$ cat config.mk
export PLATFORM = sky130hd
export DESIGN_NAME = ins_decode_stage_flat
export DESIGN_NICKNAME = d
export VERILOG_FILES = /design/src/rtl/ins_pkg.sv /design/src/rtl/ins_decode_stage_if.sv /design/src/rtl/ins_fifo.sv /design/src/rtl/ins_decode_stage.sv /design/src/flat_wrapper.sv
export SDC_FILE = /design/constraint.sdc
export NUM_CORES = 1
export LEC_CHECK = 0
export CAP_MARGIN = 5
export CORE_MARGIN = 2
export CORE_UTILIZATION = 35
export DETAILED_ROUTE_END_ITERATION = 16
export PLACE_DENSITY = 0.56
export SLEW_MARGIN = 40
export SYNTH_ARGS = -nofsm -noshare
export SYNTH_HDL_FRONTEND = slang
export SYNTH_SLANG_ARGS = --single-unit
$ cat constraint.sdc
create_clock -name clk -period 7.7 [get_ports clk]
set_clock_uncertainty 0.2 [all_clocks]
set_input_delay 0.77 -clock clk [delete_from_list [all_inputs] [get_ports clk]]
set_output_delay 0.77 -clock clk [all_outputs]
set_load 0.01 [all_outputs]
$ cat src/rtl/ins_pkg.sv
// Shared types, encodings and decode helpers for the Simple RISC Machine decode stage.
package ins_pkg;

  localparam logic [2:0] MOV  = 3'b110;
  localparam logic [2:0] ALU  = 3'b101;
  localparam logic [2:0] LDR  = 3'b011;
  localparam logic [2:0] STR  = 3'b100;
  localparam logic [2:0] B    = 3'b001;
  localparam logic [2:0] BL   = 3'b010;
  localparam logic [2:0] HALT = 3'b111;

  localparam int OPC_HI  = 15;
  localparam int OPC_LO  = 13;
  localparam int OP_HI   = 12;
  localparam int OP_LO   = 11;
  localparam int RN_HI   = 10;
  localparam int RN_LO   = 8;
  localparam int RD_HI   = 7;
  localparam int RD_LO   = 5;
  localparam int SH_HI   = 4;
  localparam int SH_LO   = 3;
  localparam int RM_HI   = 2;
  localparam int RM_LO   = 0;

  localparam logic [2:0] SEL_RN = 3'b100;
  localparam logic [2:0] SEL_RD = 3'b010;
  localparam logic [2:0] SEL_RM = 3'b001;

  // Immediates are kept raw; sign extension to DATA_W is pure wiring at the top.
  typedef struct packed {
    logic [2:0] opcode;
    logic [1:0] op;
    logic [2:0] cond;
    logic [1:0] shift;
    logic [2:0] rn;
    logic [2:0] rd;
    logic [2:0] rm;
    logic [4:0] imm5;
    logic [7:0] imm8;
    logic       illegal;
  } dec_t;

  function automatic logic is_illegal(input logic [15:0] i);
    logic [2:0] opc;
    logic [1:0] op;
    opc = i[OPC_HI:OPC_LO];
    op  = i[OP_HI:OP_LO];
    return (opc == 3'b000) ||
           ((opc == MOV) && op[0]) ||
           (((opc == LDR) || (opc == STR)) && (op != 2'b00));
  endfunction

  function automatic dec_t decode(input logic [15:0] i);
    dec_t d;
    d.opcode  = i[OPC_HI:OPC_LO];
    d.op      = i[OP_HI:OP_LO];
    d.cond    = i[RN_HI:RN_LO];
    d.shift   = i[SH_HI:SH_LO];
    d.rn      = i[RN_HI:RN_LO];
    d.rd      = i[RD_HI:RD_LO];
    d.rm      = i[RM_HI:RM_LO];
    d.imm5    = i[4:0];
    d.imm8    = i[7:0];
    d.illegal = is_illegal(i);
    return d;
  endfunction

endpackage

$ cat src/rtl/ins_decode_stage_if.sv
// Handshake and decoded-bundle bus between fetch, the decode stage and its consumer.
interface ins_decode_stage_if #(
  parameter int DATA_W = 16,
  parameter int DEPTH  = 4
);
  logic                       flush;
  logic                       in_valid;
  logic                       in_ready;
  logic [15:0]                in_instr;
  logic [$clog2(DEPTH+1)-1:0] count;
  logic                       out_valid;
  logic                       out_ready;
  logic [2:0]                 opcode;
  logic [1:0]                 op;
  logic [2:0]                 cond;
  logic [1:0]                 shift;
  logic [2:0]                 rn;
  logic [2:0]                 rd;
  logic [2:0]                 rm;
  logic [DATA_W-1:0]          sximm5;
  logic [DATA_W-1:0]          sximm8;
  logic                       illegal;
  logic [2:0]                 rd_sel;
  logic [2:0]                 wr_sel;
  logic [2:0]                 readnum;
  logic [2:0]                 writenum;
  logic                       sel_err;

  modport master (
    output flush, in_valid, in_instr, out_ready, rd_sel, wr_sel,
    input  in_ready, count, out_valid, opcode, op, cond, shift, rn, rd, rm,
           sximm5, sximm8, illegal, readnum, writenum, sel_err
  );

  modport slave (
    input  flush, in_valid, in_instr, out_ready, rd_sel, wr_sel,
    output in_ready, count, out_valid, opcode, op, cond, shift, rn, rd, rm,
           sximm5, sximm8, illegal, readnum, writenum, sel_err
  );
endinterface

$ cat src/rtl/ins_fifo.sv
// Power-of-two instruction queue; storage and occupancy only, no decode.
module ins_fifo #(
  parameter int DEPTH = 4,
  parameter int WIDTH = 16,
  localparam int AW = $clog2(DEPTH),
  localparam int CW = $clog2(DEPTH+1)
) (
  input  logic             clk,
  input  logic             reset,
  input  logic             clear,
  input  logic             push,
  input  logic             pop,
  input  logic [WIDTH-1:0] din,
  output logic [WIDTH-1:0] dout,
  output logic             full,
  output logic             empty,
  output logic [CW-1:0]    count
);
  logic [WIDTH-1:0] mem_r [DEPTH];
  logic [AW-1:0]    wr_ptr_r;
  logic [AW-1:0]    rd_ptr_r;
  logic [CW-1:0]    count_r;

  // Pointers and occupancy; pointers wrap naturally because DEPTH is a power of two.
  always_ff @(posedge clk or posedge reset) begin
    if (reset) begin
      wr_ptr_r <= {AW{1'b0}};
      rd_ptr_r <= {AW{1'b0}};
      count_r  <= {CW{1'b0}};
    end else if (clear) begin
      wr_ptr_r <= {AW{1'b0}};
      rd_ptr_r <= {AW{1'b0}};
      count_r  <= {CW{1'b0}};
    end else begin
      if (push) wr_ptr_r <= wr_ptr_r + AW'(1);
      if (pop)  rd_ptr_r <= rd_ptr_r + AW'(1);
      count_r <= count_r + CW'(push) - CW'(pop);
    end
  end

  // Storage array, written on accepted pushes.
  always_ff @(posedge clk) begin
    if (push && !clear) mem_r[wr_ptr_r] <= din;
  end

  assign dout  = mem_r[rd_ptr_r];
  assign full  = (count_r == CW'(DEPTH));
  assign empty = (count_r == CW'(0));
  assign count = count_r;
endmodule

$ cat src/rtl/ins_decode_stage.sv
// Queued, handshaked instruction decode stage with read/write register-select muxes.
module ins_decode_stage
  import ins_pkg::*;
#(
  parameter int DATA_W = 16,
  parameter int DEPTH  = 4
) (
  input  logic              clk,
  input  logic              reset,
  ins_decode_stage_if.slave bus
);
  localparam int CW = $clog2(DEPTH+1);

  logic          ready_en_r;
  logic          out_valid_r;
  dec_t          dec_r;
  logic          in_ready_s;
  logic          push_s;
  logic          pop_s;
  logic          full_s;
  logic          empty_s;
  logic [15:0]   head_s;
  logic [CW-1:0] count_s;
  logic [2:0]    readnum_s;
  logic [2:0]    writenum_s;
  logic          rd_err_s;
  logic          wr_err_s;

  assign in_ready_s = ready_en_r & ~full_s & ~bus.flush;
  assign push_s     = bus.in_valid & in_ready_s;
  assign pop_s      = ~empty_s & (~out_valid_r | bus.out_ready) & ~bus.flush;

  ins_fifo #(.DEPTH(DEPTH), .WIDTH(16)) u_fifo (
    .clk   (clk),
    .reset (reset),
    .clear (bus.flush),
    .push  (push_s),
    .pop   (pop_s),
    .din   (bus.in_instr),
    .dout  (head_s),
    .full  (full_s),
    .empty (empty_s),
    .count (count_s)
  );

  // in_ready stays low until the first edge after reset is released.
  always_ff @(posedge clk or posedge reset) begin
    if (reset) ready_en_r <= 1'b0;
    else       ready_en_r <= 1'b1;
  end

  // Output register: flush only drops valid, the stale bundle is left in place.
  always_ff @(posedge clk or posedge reset) begin
    if (reset) begin
      out_valid_r <= 1'b0;
      dec_r       <= '0;
    end else if (bus.flush) begin
      out_valid_r <= 1'b0;
    end else if (pop_s) begin
      out_valid_r <= 1'b1;
      dec_r       <= decode(head_s);
    end else if (bus.out_ready) begin
      out_valid_r <= 1'b0;
    end
  end

  // Independent one-hot select muxes over the registered register fields.
  always_comb begin
    readnum_s  = 3'd0;
    writenum_s = 3'd0;
    rd_err_s   = 1'b0;
    wr_err_s   = 1'b0;
    case (bus.rd_sel)
      SEL_RN:  readnum_s = dec_r.rn;
      SEL_RD:  readnum_s = dec_r.rd;
      SEL_RM:  readnum_s = dec_r.rm;
      default: rd_err_s  = 1'b1;
    endcase
    case (bus.wr_sel)
      SEL_RN:  writenum_s = dec_r.rn;
      SEL_RD:  writenum_s = dec_r.rd;
      SEL_RM:  writenum_s = dec_r.rm;
      default: wr_err_s   = 1'b1;
    endcase
  end

  assign bus.in_ready  = in_ready_s;
  assign bus.count     = count_s;
  assign bus.out_valid = out_valid_r;
  assign bus.opcode    = dec_r.opcode;
  assign bus.op        = dec_r.op;
  assign bus.cond      = dec_r.cond;
  assign bus.shift     = dec_r.shift;
  assign bus.rn        = dec_r.rn;
  assign bus.rd        = dec_r.rd;
  assign bus.rm        = dec_r.rm;
  assign bus.sximm5    = {{(DATA_W-5){dec_r.imm5[4]}}, dec_r.imm5};
  assign bus.sximm8    = {{(DATA_W-8){dec_r.imm8[7]}}, dec_r.imm8};
  assign bus.illegal   = dec_r.illegal;
  assign bus.readnum   = readnum_s;
  assign bus.writenum  = writenum_s;
  assign bus.sel_err   = rd_err_s | wr_err_s;
endmodule

$ cat src/flat_wrapper.sv
// flat-port wrapper written by rule: the top's interface ports become plain ports
module ins_decode_stage_flat import ins_pkg::*;
#(
  parameter int DATA_W = 16,
  parameter int DEPTH  = 4
)
  (clk, reset, bus_flush, bus_in_valid, bus_in_instr, bus_out_ready, bus_rd_sel, bus_wr_sel, bus_in_ready, bus_count, bus_out_valid, bus_opcode, bus_op, bus_cond, bus_shift, bus_rn, bus_rd, bus_rm, bus_sximm5, bus_sximm8, bus_illegal, bus_readnum, bus_writenum, bus_sel_err);
  ins_decode_stage_if #(.DATA_W(DATA_W), .DEPTH(DEPTH)) bus_i ();
  input  logic clk;
  input  logic reset;
  input wire logic [$bits(bus_i.flush)-1:0] bus_flush;
  input wire logic [$bits(bus_i.in_valid)-1:0] bus_in_valid;
  input wire logic [$bits(bus_i.in_instr)-1:0] bus_in_instr;
  input wire logic [$bits(bus_i.out_ready)-1:0] bus_out_ready;
  input wire logic [$bits(bus_i.rd_sel)-1:0] bus_rd_sel;
  input wire logic [$bits(bus_i.wr_sel)-1:0] bus_wr_sel;
  output wire logic [$bits(bus_i.in_ready)-1:0] bus_in_ready;
  output wire logic [$bits(bus_i.count)-1:0] bus_count;
  output wire logic [$bits(bus_i.out_valid)-1:0] bus_out_valid;
  output wire logic [$bits(bus_i.opcode)-1:0] bus_opcode;
  output wire logic [$bits(bus_i.op)-1:0] bus_op;
  output wire logic [$bits(bus_i.cond)-1:0] bus_cond;
  output wire logic [$bits(bus_i.shift)-1:0] bus_shift;
  output wire logic [$bits(bus_i.rn)-1:0] bus_rn;
  output wire logic [$bits(bus_i.rd)-1:0] bus_rd;
  output wire logic [$bits(bus_i.rm)-1:0] bus_rm;
  output wire logic [$bits(bus_i.sximm5)-1:0] bus_sximm5;
  output wire logic [$bits(bus_i.sximm8)-1:0] bus_sximm8;
  output wire logic [$bits(bus_i.illegal)-1:0] bus_illegal;
  output wire logic [$bits(bus_i.readnum)-1:0] bus_readnum;
  output wire logic [$bits(bus_i.writenum)-1:0] bus_writenum;
  output wire logic [$bits(bus_i.sel_err)-1:0] bus_sel_err;
  assign bus_i.flush = bus_flush;
  assign bus_i.in_valid = bus_in_valid;
  assign bus_i.in_instr = bus_in_instr;
  assign bus_i.out_ready = bus_out_ready;
  assign bus_i.rd_sel = bus_rd_sel;
  assign bus_i.wr_sel = bus_wr_sel;
  assign bus_in_ready = bus_i.in_ready;
  assign bus_count = bus_i.count;
  assign bus_out_valid = bus_i.out_valid;
  assign bus_opcode = bus_i.opcode;
  assign bus_op = bus_i.op;
  assign bus_cond = bus_i.cond;
  assign bus_shift = bus_i.shift;
  assign bus_rn = bus_i.rn;
  assign bus_rd = bus_i.rd;
  assign bus_rm = bus_i.rm;
  assign bus_sximm5 = bus_i.sximm5;
  assign bus_sximm8 = bus_i.sximm8;
  assign bus_illegal = bus_i.illegal;
  assign bus_readnum = bus_i.readnum;
  assign bus_writenum = bus_i.writenum;
  assign bus_sel_err = bus_i.sel_err;
  ins_decode_stage #(.DATA_W(DATA_W), .DEPTH(DEPTH)) u_core (.clk(clk), .reset(reset), .bus(bus_i));
endmodule
---- Word level (Yosys, flattened, before mapping) ----
Memories as Yosys holds them, arrays and structs flattened.
Index checks and enable logic that the tools add are counted.
storage, ports and cells
  output and inout bits ................... 64
  memories ................................ 1
  bits in latches ......................... 0
  input port bits ......................... 27
  word-level logic and storage cells ...... 70
  bits in writable memories ............... 64
  ROM bits ................................ 0
  register bits after elaboration ......... 39
cells by class
  shift-type cells ........................ 0
  magnitude comparators ................... 0
  muxes and demuxes ....................... 14
  bitwise operators ....................... 11
  reduce and logical (&&, ||, !) cells .... 16
  $mul .................................... 0
  eq/ne operators ......................... 10
  div/mod/pow operators ................... 0
  add/subtract/negate cells ............... 4
memory list
  name                 words  width  rd ports  clocked after memory_dff  write ports  line            RTL
  u_core.u_fifo.mem_r  4      16     1         0                         1            ins_fifo.sv:19  logic [WIDTH-1:0] mem_r [DEPTH];
operators by type and width
  operator                                             count
  case mux 3 bit (3 select lines)                      2
  equality test 3 bit, second input constant           5
  equality test 3 x 2 -> 1 bit, second input constant  3
  2-to-1 mux 2 bit                                     4
  2-to-1 mux 1 bit                                     7
  equality test 3 x 1 -> 1 bit, second input constant  2
  zero test 3 bit                                      2
  nonzero test 2 bit                                   3
  OR reduction 3 bit                                   2
  bitwise AND 1 bit                                    5
  adder 2 x 1 -> 2 bit, second input constant          2
  inverter 1 bit                                       4
  adder 3 x 1 -> 3 bit                                 1
  logical AND 1 bit                                    3
  logical OR 1 bit                                     3
  2-to-1 mux 3 bit                                     1
  nonzero test 3 bit                                   1
  subtractor 3 x 1 -> 3 bit                            1
  bitwise OR 1 bit                                     2
  AND reduction 2 bit                                  1
  zero test 1 bit                                      1

---- Depth between registers and ports, before layout ----
  depth in word-level cells ............... 8
  mapped depth ............................ 11
  depth with buffers taken out ............ 10

---- By module ----
Synthesis repeated with hierarchy kept, for this count alone.
second synthesis, totals
  cells, all modules ...................... 240
  area, all modules ....................... 4036.4 sq um
modules (own cells, without submodules)
  module            cells each  area each (sq um)  seq. area each (sq um)  instances
  ins_fifo          124         2791.4             2097.0                  1
  ins_decode_stage  116         1244.9             475.5                   1

---- Worst setup path before layout ----
Ideal clock, no wire load.
  path kind ............................... input port to flip-flop
  from .................................... input bus_flush
  to ...................................... register u_core.u_fifo.count_r[2] (netlist: u_core.u_fifo.count[2])
  library setup time ...................... 134 ps
  stages on the path ...................... 10
  arrival time ............................ 2590 ps
  setup slack ............................. 4775 ps
  data required time ...................... 7366 ps
  path buffers ............................ 2
  path through ............................ clkbuf_1 > nor3_4 > buf_4 > ha_1 > inv_1 > ha_1 > inv_1 > fa_1 > xnor2_1 > nor2_1
on the way
  longest elaborated chain between the ends .. 6
  elaborated cells on any way between the ends .. 7
  classes of those cells .................. 2 x add/sub; 1 x mux; 4 x bitwise
ends and longest elaborated chain
  item                             line                    RTL
  start, declared                  flat_wrapper.sv:11      input wire logic [$bits(bus_i.flush)-1:0] bus_flush;
  inverter 1 bit (no source line)  n/a
  bitwise AND 1 bit                ins_decode_stage.sv:29  assign in_ready_s = ready_en_r & ~full_s & ~bus.flush;
  bitwise AND 1 bit                ins_decode_stage.sv:30  assign push_s = bus.in_valid & in_ready_s;
  adder 3 x 1 -> 3 bit             ins_fifo.sv:37          count_r <= count_r + CW'(push) - CW'(pop);
  subtractor 3 x 1 -> 3 bit        ins_fifo.sv:37
  2-to-1 mux 3 bit *               ins_fifo.sv:30          end else if (clear) begin
  end signal, assigned             ins_fifo.sv:29          count_r <= {CW{1'b0}};
  end signal, assigned             ins_fifo.sv:33          count_r <= {CW{1'b0}};
  end signal, assigned             ins_fifo.sv:37
  end, declared                    ins_fifo.sv:22          logic [CW-1:0] count_r;
Every way passes the cells marked *; elsewhere a longest branch is shown, timed or not.
A chain may end at the register's enable or synchronous reset.

---- Worst setup path in the final report ----
  from .................................... input bus_rd_sel[2]
  to ...................................... output bus_readnum[2]
on the way
  longest elaborated chain between the ends .. 2
  elaborated cells on any way between the ends .. 4
  classes of those cells .................. 3 x eq/ne; 1 x mux
ends and longest elaborated chain
  item                                                  line                    RTL
  start, declared                                       flat_wrapper.sv:15      input wire logic [$bits(bus_i.rd_sel)-1:0] bus_rd_sel;
  equality test 3 x 1 -> 1 bit (tied with other cells)  ins_decode_stage.sv:73  case (bus.rd_sel)
  case mux 3 bit (3 select lines) *                     ins_decode_stage.sv:73
  end, declared                                         flat_wrapper.sv:30      output wire logic [$bits(bus_i.readnum)-1:0] bus_readnum;
Marks and branches as above.

==> flow_metrics.py <==
metrics = {
    "run_status": {
        "status": "completed",
    },
    "drt": {
        "drc_errors": 0,
        "viasPerCell": 4.82,
        "dr.pass1.iters": 4,
        "initialDrtViolationCount": 67,
        "drtAntennaViolNets": 0,
        "vias": 2165,
        "routed_wl_mm": 7.54,
        "wl_per_cell_um": 16.8,
    },
    "logic_synthesis": {
        "synth_mux_area_share_pct": 14.6,
        "synth_ff_type": "edfxtp_1",
        "ys_seq_area_share_pct": 64.8,
        "synth_area_mm2": 0.00397,
        "synthAdderAreaFrac_pct": 2.40,
        "ys_ff_latch": 90,
        "synth_cell_types": 38,
        "synth_top_family_by_area": "multiplexers",
        "yosysMostFrequentCell": "edfxtp_1",
        "synth_top_area_share_pct": 48.4,
        "synth-xor-area-share_pct": 0.662,
        "synth_common_cells": "edfxtp_1 (64), buf_4 (36), dfrtp_1 (26)",
        "async_flop_share_pct": 28.9,
        "yosysWarnings": 0,
        "synth_area_per_cell_um2": 16.4,
        "yosys.area_share.simple_pct": 5.58,
        "synth-compound-area-share_pct": 3.78,
        "synth_largest_area_cell": "edfxtp_1",
        "synth_edf_count": 64,
        "synthTopCellsByArea": "edfxtp_1 (48%), dfrtp_1 (16%), buf_4 (6.8%), mux4_2 (6.2%), mux2_2 (4.8%)",
        "syn-num-nets": 276,
        "synth_cells": 242,
    },
    "clock_tree": {
        "cts_hold_buf": 0,
        "cts_buffers": 9,
        "clk_latency_ps": 330,
        "root_buffer": "clkbuf_16",
        "postCtsResizedCells": 0,
        "clock_path_buffers": 2,
        "ctsHtreeMaxLevel": 3,
        "clock_sinks": 90,
        "cts_tree": "yes",
        "post-cts-setup-buffer-count": 0,
        "clk_pin_slew_ps": 70,
    },
    "die": {
        "dieArea_mm2": 0.0122,
        "num_io_pins": 91,
        "die_h_um": 110,
        "core_area_mm2": 0.0109,
        "row_count": 38,
        "die_x_um": 110,
        "initial_core_util_pct": 36.3,
    },
    "pwr": {
        "cellPowerDensity_mw_per_mm2": 351,
        "max-vdd-ir-drop_mv": 0.147,
        "cellLeakagePower_nw": 1.80,
    },
    "sta": {
        "maxSlewHeadroom_pct": 44.3,
        "rsz0062_at_grt": "false",
        "hold_violations": 0,
        "setup_violations": 0,
        "tightest_slew_ps": 835,
        "fin_ws_ps": 4280,
        "timing.hold.ws_ps": 313,
        "fmax_mhz": 292,
        "period_needed_ps": 3420,
        "finalSetupTns_ps": 0,
        "slew_violations": 0,
        "fin_crit_sh_pct": 44.4,
    },
    "final_layout": {
        "post-route-util_pct": 46.4,
        "layout-drive-gt1-share_pct": 18.1,
        "fin_nets": 338,
        "antenna_cells": 0,
        "layout.cells.non_filler": 449,
        "area_delta_synth_final_pct": 27.9,
    },
    "worst_setup_path": {
        "worstSetupPathType": "primary input to output port",
        "cp_data_arrival_time_ps": 2450,
        "slowest_delay_ps": 570,
        "path_cells": "clkdlybuf4s50_1 -> nor2b_1 -> a22oi_1 -> o21ai_0 -> clkdlybuf4s50_1",
        "end_kind": "output port",
        "path_buf_inv": 2,
        "crit_required_ps": 6730,
        "cpMostUsedCell": "clkdlybuf4s50_1",
        "cp-start-kind": "primary input",
        "critical-path-top-delay-family": "buffers and inverters",
        "cp_max_fo": 6,
        "cp_slowest_cell": "clkdlybuf4s50_1",
    },
    "placement": {
        "dp.cells": 432,
        "portBuffers": 90,
        "preCtsSetupSlack_ps": 3990,
        "globalplace.congestion": 0.738,
        "hpwlAfterDp_mm": 5.05,
    },
    "job": {
        "max_cap_viol_count": 0,
    },
    "global_routing": {
        "grt_pass1_wl_mm": 11.8,
        "grt_max_degree": 27,
        "antenna_found_initial": 0,
        "gr-usage-all-layers_pct": 12.5,
        "grt_overflow_total": 0,
        "grt_pass1_vias": 2135,
    },
    "hold_path": {
        "hp-class": "flop to flop",
    },
}
==> sequential cells by signal, indices dropped and copies added (netlist names) <==
register and count:
u_core.bus.illegal 1, u_core.bus.sximm8 8, u_core.u_fifo.wr_ptr_r 2, u_core.u_fifo.rd_ptr_r 2, u_core.bus.cond 3, u_core.bus.out_valid 1
u_core.bus.opcode 3, u_core.u_fifo.count 3, u_core.ready_en_r 1, u_core.bus.op 2, u_core.u_fifo.mem_r 64
==> path summary, 6_finish.rpt <==
kind                                         from                endpoint  slack [ps]  cells past startpoint
min in group asynchronous                   reset    u_core.bus.out_valid         610                      2
hold / removal                   u_core.bus.op[0]        u_core.bus.op[0]         310                      1
setup / recovery                    bus_rd_sel[2]          bus_readnum[2]        4280                      5
max in group asynchronous                   reset    u_core.bus.opcode[2]        6310                      2
hold reg to reg                  u_core.bus.op[0]        u_core.bus.op[0]         310                      1
setup reg to reg           u_core.u_fifo.count[1]  u_core.u_fifo.count[2]        5250                      9
==> placed cells by master (no fill, tap or decap), types with 2 or more instances in the layout <==
cell type	n
dfrtp_1	26
nand2_1	8
nand2b_1	2
edfxtp_1	64
buf_4	2
nor3b_1	2
inv_8	2
mux4_2	11
clkdlybuf4s50_1	90
and3_2	4
nor2_1	10
xnor2_1	2
mux4_1	5
o21ai_0	8
inv_1	4
ha_1	6
clkinvlp_4	2
clkbuf_16	9
nor2b_1	7
a22oi_1	6
mux2_2	17
==> through the flow <==
stage / instance area (µm²) / power [mW]
after floorplan: 3970 / 1.09
after global placement: 4750 / 1.35
after detailed placement: 4760 / 1.35
after CTS: 5070 / 1.80
after global routing: 5070 / 1.87
final: 5070 / 1.78
==> final cells by class <==
class                           count  area (µm²)
Clock buffer                        9         225
Clock inverter                      7        85.1
Fill cell                         954        5860
Inverter                            5        18.8
Multi-Input combinational cell    106        1080
Sequential cell                    90        2570
Tap cell                          140         175
Timing Repair Buffer               92         916
==> cell families (layout without fill, tap and decap cells) <==
| kind of cell | after synthesis | after routing |
|---|---|---|
| muxes | 34 | 34 |
| other | 1 | 1 |
| DFF | 90 | 90 |
| adders and majority gates | 7 | 7 |
| AOI/OAI and AO/OA | 22 | 22 |
| xor gates and xnor gates | 3 | 3 |
| and+or+nand+nor | 39 | 39 |
| buffers and inverters | 46 | 113 |
==> power by group <==
part	switching, mW	internal (mW)
registers	0.0930	0.587
clock network	0.187	0.258
logic	0.252	0.405
==> per-layer routing <==
layer / vias to the layer above / GRT usage (%) / share of wire, %
li1: 1007 / - / -
met1: 1087 / 17.4 / 49
met2: 63 / 19.2 / 46
met3: 8 / 2.25 / 3.9
met4: 0 / 5.75 / 1.7
met5: - / 0 / 0
(Power assumes the default switching activity.)
